`config.mk`:
```
export PLATFORM = sky130hd
export DESIGN_NAME = lcd_text_ctrl
export DESIGN_NICKNAME = d
export VERILOG_FILES = /design/src/rtl/lcd_pkg.sv /design/src/rtl/lcd_text_ctrl.sv
export SDC_FILE = /design/constraint.sdc
export NUM_CORES = 1
export LEC_CHECK = 0
export CAP_MARGIN = 20
export CORE_MARGIN = 8
export CORE_UTILIZATION = 45
export CTS_BUF_LIST = sky130_fd_sc_hd__clkbuf_4 sky130_fd_sc_hd__clkbuf_8
export DETAILED_ROUTE_END_ITERATION = 10
export GPL_ROUTABILITY_DRIVEN = 0
export GPL_TIMING_DRIVEN = 0
export PLACE_DENSITY_LB_ADDON = 0.1
export SYNTH_ARGS = -nofsm -noshare
export SYNTH_HDL_FRONTEND = slang
export SYNTH_SLANG_ARGS = --single-unit
```
`constraint.sdc`:
```
create_clock -name clk -period 2.65 [get_ports clk]
set_input_delay 0.3975 -clock clk [delete_from_list [all_inputs] [get_ports clk]]
set_output_delay 0.3975 -clock clk [all_outputs]
set_load 0.05 [all_outputs]
```
`src/rtl/lcd_pkg.sv`:
```
// Shared constants, opcodes and state encoding for the LCD text controller.
// Cell addresses are 0-15 for line 1 and 16-31 for line 2.
package lcd_pkg;

    localparam int LCD_CELLS    = 32;
    localparam int LCD_LINE_LEN = 16;

    localparam logic [7:0] NEWLINE_CHAR = 8'h0A;

    localparam logic [1:0] OP_PUTC    = 2'd0;
    localparam logic [1:0] OP_SETCUR  = 2'd1;
    localparam logic [1:0] OP_CLEAR   = 2'd2;
    localparam logic [1:0] OP_NEWLINE = 2'd3;

    typedef enum logic [1:0] {
        ST_IDLE  = 2'd0,
        ST_WRITE = 2'd1,
        ST_FILL  = 2'd2
    } state_t;

    // Last cell of the line that holds addr.
    function automatic logic [4:0] line_end(input logic [4:0] addr);
        return addr | 5'(LCD_LINE_LEN - 1);
    endfunction

endpackage

```
`src/rtl/lcd_text_ctrl.sv`:
```
// Text controller for a 2x16 LCD character buffer: accepts PUTC/SETCUR/CLEAR/NEWLINE
// commands and turns them into one-per-cycle writes on the buffer's write port.
module lcd_text_ctrl
    import lcd_pkg::*;
#(
    parameter bit         CLEAR_ON_RESET = 1'b1,
    parameter logic [7:0] FILL_CHAR      = 8'h20
) (
    input  logic        clk,
    input  logic        rst,
    input  logic        cmd_valid,
    output logic        cmd_ready,
    input  logic [1:0]  cmd_op,
    input  logic [7:0]  cmd_data,
    output logic        lcd_write,
    output logic [15:0] lcd_bus,
    output logic [4:0]  cursor,
    output logic        busy
);

    state_t      r_state, w_state_nx;
    logic        r_pending_clear;
    logic [4:0]  r_cursor, w_cursor_nx;
    logic [4:0]  r_fill_addr, w_fill_addr_nx;
    logic [4:0]  r_fill_end, w_fill_end_nx;
    logic [4:0]  r_fill_dest, w_fill_dest_nx;
    logic        r_lcd_write, w_lcd_write_nx;
    logic [15:0] r_lcd_bus, w_lcd_bus_nx;

    logic        w_accept;
    logic        w_is_newline;
    logic        w_start_fill;
    logic [4:0]  w_fill_start, w_fill_stop, w_fill_to;

    // The post-reset clear is pending for one cycle before FILL starts; keep the port closed then too.
    assign cmd_ready    = (r_state == ST_IDLE) && !rst && !r_pending_clear;
    assign busy         = !rst && ((r_state != ST_IDLE) || r_pending_clear);
    assign w_accept     = cmd_valid && cmd_ready;
    assign w_is_newline = (cmd_op == OP_NEWLINE) ||
                          ((cmd_op == OP_PUTC) && (cmd_data == NEWLINE_CHAR));

    assign lcd_write = r_lcd_write;
    assign lcd_bus   = r_lcd_bus;
    assign cursor    = r_cursor;

    // Fill range selection: CLEAR covers the whole buffer, NEWLINE the rest of the current line.
    always_comb begin
        w_start_fill = 1'b0;
        w_fill_start = r_cursor;
        w_fill_stop  = line_end(r_cursor);
        w_fill_to    = (r_cursor < 5'(LCD_LINE_LEN)) ? 5'(LCD_LINE_LEN) : 5'd0;
        if (r_pending_clear || (w_accept && (cmd_op == OP_CLEAR))) begin
            w_start_fill = 1'b1;
            w_fill_start = 5'd0;
            w_fill_stop  = 5'(LCD_CELLS - 1);
            w_fill_to    = 5'd0;
        end else if (w_accept && w_is_newline) begin
            w_start_fill = 1'b1;
        end else begin
            w_start_fill = 1'b0;
        end
    end

    // Next-state and next-output logic.
    always_comb begin
        w_state_nx     = r_state;
        w_cursor_nx    = r_cursor;
        w_fill_addr_nx = r_fill_addr;
        w_fill_end_nx  = r_fill_end;
        w_fill_dest_nx = r_fill_dest;
        w_lcd_write_nx = 1'b0;
        w_lcd_bus_nx   = r_lcd_bus;
        case (r_state)
            ST_IDLE: begin
                if (w_start_fill) begin
                    w_state_nx     = ST_FILL;
                    w_lcd_write_nx = 1'b1;
                    w_lcd_bus_nx   = {3'b000, w_fill_start, FILL_CHAR};
                    w_fill_addr_nx = w_fill_start;
                    w_fill_end_nx  = w_fill_stop;
                    w_fill_dest_nx = w_fill_to;
                end else if (w_accept && (cmd_op == OP_PUTC)) begin
                    w_state_nx     = ST_WRITE;
                    w_lcd_write_nx = 1'b1;
                    w_lcd_bus_nx   = {3'b000, r_cursor, cmd_data};
                    w_cursor_nx    = r_cursor + 5'd1;
                end else if (w_accept && (cmd_op == OP_SETCUR)) begin
                    w_cursor_nx = cmd_data[4:0];
                end else begin
                    w_state_nx = ST_IDLE;
                end
            end
            ST_WRITE: begin
                w_state_nx = ST_IDLE;
            end
            ST_FILL: begin
                if (r_fill_addr == r_fill_end) begin
                    w_state_nx  = ST_IDLE;
                    w_cursor_nx = r_fill_dest;
                end else begin
                    w_lcd_write_nx = 1'b1;
                    w_fill_addr_nx = r_fill_addr + 5'd1;
                    w_lcd_bus_nx   = {3'b000, r_fill_addr + 5'd1, FILL_CHAR};
                end
            end
            default: begin
                w_state_nx = ST_IDLE;
            end
        endcase
    end

    // State and output registers; reset aborts any sequence in progress.
    always_ff @(posedge clk or posedge rst) begin
        if (rst) begin
            r_state         <= ST_IDLE;
            r_pending_clear <= CLEAR_ON_RESET;
            r_cursor        <= 5'd0;
            r_fill_addr     <= 5'd0;
            r_fill_end      <= 5'd0;
            r_fill_dest     <= 5'd0;
            r_lcd_write     <= 1'b0;
            r_lcd_bus       <= 16'h0000;
        end else begin
            r_state         <= w_state_nx;
            r_pending_clear <= 1'b0;
            r_cursor        <= w_cursor_nx;
            r_fill_addr     <= w_fill_addr_nx;
            r_fill_end      <= w_fill_end_nx;
            r_fill_dest     <= w_fill_dest_nx;
            r_lcd_write     <= w_lcd_write_nx;
            r_lcd_bus       <= w_lcd_bus_nx;
        end
    end

endmodule

```
-- After elaboration in Yosys (flattened, before gate mapping)
Cells that the tools add are included.
- equal/unequal tests: 13
- muxes and demuxes: 27
- reductions and logical operators: 23
- $lt $le $gt $ge: 1
- add/sub/neg operators: 2
- operators with widths (kind ; number):
    $mux W5 ; 10
    $mux W16 ; 3
    $pmux W16 S2 ; 1
    $pmux W5 S2 ; 2
    $add A5 B1 Y5 const B ; 2
    $logic_and A1 B1 Y1 ; 9
    $eq A8 B4 Y1 const B ; 1
    $mux W2 ; 4
    $ne A2 B2 Y1 const B ; 4
    $eq A2 B2 Y1 const B ; 3
    $reduce_and A3 Y1 ; 2
    $eq A5 B5 Y1 ; 1
    $lt A5 B5 Y1 const B ; 1
    $mux W1 ; 5
    $logic_not A2 Y1 ; 2
    $ne A4 B4 Y1 const B ; 1
    $pmux W2 S2 ; 1
    $reduce_and A2 Y1 ; 2
    $reduce_and A4 Y1 ; 1
    $reduce_bool A2 Y1 ; 2
    $logic_or A1 B1 Y1 ; 3
    $ne A3 B1 Y1 const B ; 1
    $ne A3 B2 Y1 const B ; 1
    $eq A2 B1 Y1 const B ; 1
    other kinds (2) ; 3
- word-level logic and storage cells: 74
- flip-flop bits (word level): 40
- input port bits: 13
- output and inout bits: 24

-- Depth between registers and ports, before layout
- word-level depth: 9
- gate-level depth with buffers: 7
- gate-level depth less buffers: 6

-- Least setup slack after synthesis
Ideal clock, no wire load.
- kind: register -> output
- from: register r_state[1]
- to: output port cmd_ready
- buffers on the path: 1
- required time: 2.253 ns
- cell stages (with the launch flop): 3
- arrival: 2.071 ns
- slack: 0.181 ns
- cell sequence: dfrtp_1 > buf_2 > nor4_1
- longest elaborated chain between the ends: 3
- RTL lines (item ; line ; text):
    start, declared ; lcd_text_ctrl.sv:21 ; state_t r_state, w_state_nx;
    start signal, assigned ; lcd_text_ctrl.sv:124 ; r_state <= w_state_nx;
    $logic_not A2 Y1 ; lcd_text_ctrl.sv:36 ; assign cmd_ready = (r_state == ST_IDLE) && !rst && !r_pending_clear;
    $logic_and A1 B1 Y1 (2 in series) ; lcd_text_ctrl.sv:36 ;
    end, declared ; lcd_text_ctrl.sv:12 ; output logic cmd_ready,
Every way passes these cells.

-- Final worst setup path
- from: register r_state[0]
- to: output port cmd_ready
Same word-level chain as after synthesis.

==> results.json <==
{
  "yosysSeqAreaShare_pct": 48.35,
  "viasPerCell": 5.532,
  "numCtsBuffers": 5,
  "ctsResizeCount": 0,
  "max_cap_viol_count": 0,
  "fmax_mhz": 408.3,
  "synth.distinct_cells": 44,
  "crit_type": "reg2out",
  "ir_drop_mv": 0.4866,
  "layout_commonest_cell": "clkdlybuf4s50_1",
  "die_h_um": 74.79,
  "io-pin-count": 37,
  "post_layout_nonfiller_instances": 233,
  "min_period_ns": 2.449,
  "grt_max_degree": 18,
  "setup_tns_ns": 0,
  "async_reset_ff_share_pct": 100.0,
  "powerDensity_nw_per_um2": 928.4,
  "hold_path_depth": 1,
  "core_sq_um": 3337,
  "grt_pass1_vias": 1315,
  "critical_path_arrival_ns": 2.05,
  "r2r_cells": 6,
  "cts-htree-levels": 2,
  "drt-total-wl_um": 3674,
  "hold_viol": 0,
  "drtAntennaViolNets": 0,
  "slew_viol_final": 0,
  "fin_nets": 201,
  "ctsHoldBuffers": 0,
  "dp_hpwl_um": 2843,
  "cts_root_buffer": "clkbuf_4",
  "fin_crit_sh_pct": 92.41,
  "final_cell_mix": "clkdlybuf4s50_1, dfrtp_1, a22o_1, mux2_2, nor2_1",
  "cp_data_required_time_ns": 2.25,
  "die_area_sq_um": 5594,
  "drc": 0,
  "grt_util_all_layers_pct": 14.78,
  "cts_setup_buffers": 0,
  "antenna_found_initial": 0,
  "num_vias": 1289,
  "gr-total-overflow": 0,
  "cts_tree": "yes",
  "insertion_delay_ns": 0.32,
  "firstDrtPassIters": 4,
  "fillCellCount": 307,
  "rows": 21,
  "drive_above_1_share_pct": 18.18,
  "outcome": "finished clean",
  "numPortBuffers": 33,
  "clockBufferDepth": 2,
  "syn_inst": 142,
  "avgSynthCellArea_sq_um": 10.95,
  "cts_sinks": 30,
  "synth_warnings": 0,
  "antenna-diode-count": 0,
  "cp-end-kind": "output pin",
  "routedWlPerCell_um": 15.77,
  "maxSlewHeadroom_pct": 56.27,
  "finalPower_w": 0.001899,
  "dp.cells": 225,
  "crit_path_max_fanout": 10,
  "startpoint_type": "flip-flop",
  "grt_first_pass_wirelength_um": 6327,
  "regArea_sq_um": 752.0,
  "drtIter0Drc": 61,
  "p_leak_nw": 0.8914,
  "multi_input_area_sq_um": 737.0,
  "hold_class": "reg2reg",
  "syn_to_final_growth_pct": 31.54,
  "clkTransAtPathRegs_ns": 0.10,
  "start_util_pct": 46.61,
  "syn_area_sq_um": 1555,
  "synth_edf_count": 0,
  "skew_ns": 0.008532,
  "rsz0062_at_grt": "no",
  "ys_seq_elements": 30,
  "tightest_slew_ns": 0.6552,
  "die_width_um": 74.79,
  "setup_violations": 0,
  "synth_ff_type": "dfrtp_1"
}
==> Yosys cell counts (3+ instances only) <==
library cell,n,area (sq um)
inv_1,6,22.52
a21oi_1,6,30.03
buf_4,4,30.03
dfrtp_1,29,725.7
nand3_1,6,30.03
mux2_2,11,123.9
a22o_1,11,96.34
a21o_1,3,22.52
xnor2_1,4,35.03
nor2_1,10,37.54
nand2_1,8,30.03
==> per-layer routing <==
metal  GRT usage [%]  routed length, um  vias up
met1           18.65               1687      626
met5               0                  0        -
met3           4.660                233       11
li1                -                  -      606
met2           22.85               1657       46
met4           5.870                 96        0
==> layout make-up <==
type	count	share of cell area (%)
inverter	7	1.284
multi-input combinational	101	36.02
clock inverter	1	0.2446
clock buffer	7	2.875
tap	46	2.813
sequential	30	36.76
timing repair buffer	34	17.49
buffer	7	2.508
==> sequential cells by signal (all words and copies together) (netlist names) <==
| register | flops |
|---|---|
| cursor | 5 |
| r_fill_addr | 5 |
| r_pending_clear | 1 |
| lcd_bus | 13 |
| r_fill_end | 2 |
| r_fill_dest | 1 |
| r_state | 2 |
| lcd_write | 1 |
==> worst max-delay path, cell delays in order, from the launching register on <==
cell and delay [ns]:
dfrtp_1 0.39, buf_2 0.19, nor4_1 0.29, clkdlybuf4s50_1 0.86
==> report_power, final <==
group	switching, W	internal (W)
logic	0.000511	0.000389
clock network	0.000154	0.000139
registers	0.000120	0.000586
==> path summary, 6_finish.rpt <==
kind	endpoint	slack [ns]	from
max in group asynchronous	r_pending_clear	1.47	rst
max reg2reg	lcd_bus[9]	0.35	r_fill_addr[0]
min	lcd_bus[2]	0.51	lcd_bus[2]
max	cmd_ready	0.20	r_state[0]
min in group asynchronous	r_fill_dest[4]	0.60	rst
min reg2reg	lcd_bus[2]	0.51	lcd_bus[2]
==> cell families after synthesis <==
logic type | Yosys count | synth area share, %
XOR/XNOR | 5 | 2.816
buffers and inverters | 14 | 4.988
AND/OR/NAND/NOR | 42 | 15.77
other | 1 | 0.2411
flip-flops | 30 | 48.35
AO/OA/AOI/OAI | 35 | 16.98
adder cells (fa/ha/maj) | 2 | 1.609
multiplexers | 13 | 9.252
==> stage by stage <==
| stage | setup WS, ns | area, sq um | hold WS [ns] | utilization [%] |
|---|---|---|---|---|
| 2_1_floorplan | 0.1812 | 1567 | 0.4641 | - |
| 3_3_place_gp | -0.2836 | 1954 | 0.4861 | 58.57 |
| 3_5_place_dp | -0.03093 | 1982 | 0.4897 | 59.39 |
| 5_1_grt | 0.1032 | 2046 | 0.5186 | 61.30 |
| 4_1_cts | 0.1732 | 2046 | 0.5130 | 61.30 |
| 6_report | 0.2011 | 2046 | 0.5090 | 61.30 |
Power figures use the tool's default switching activity.
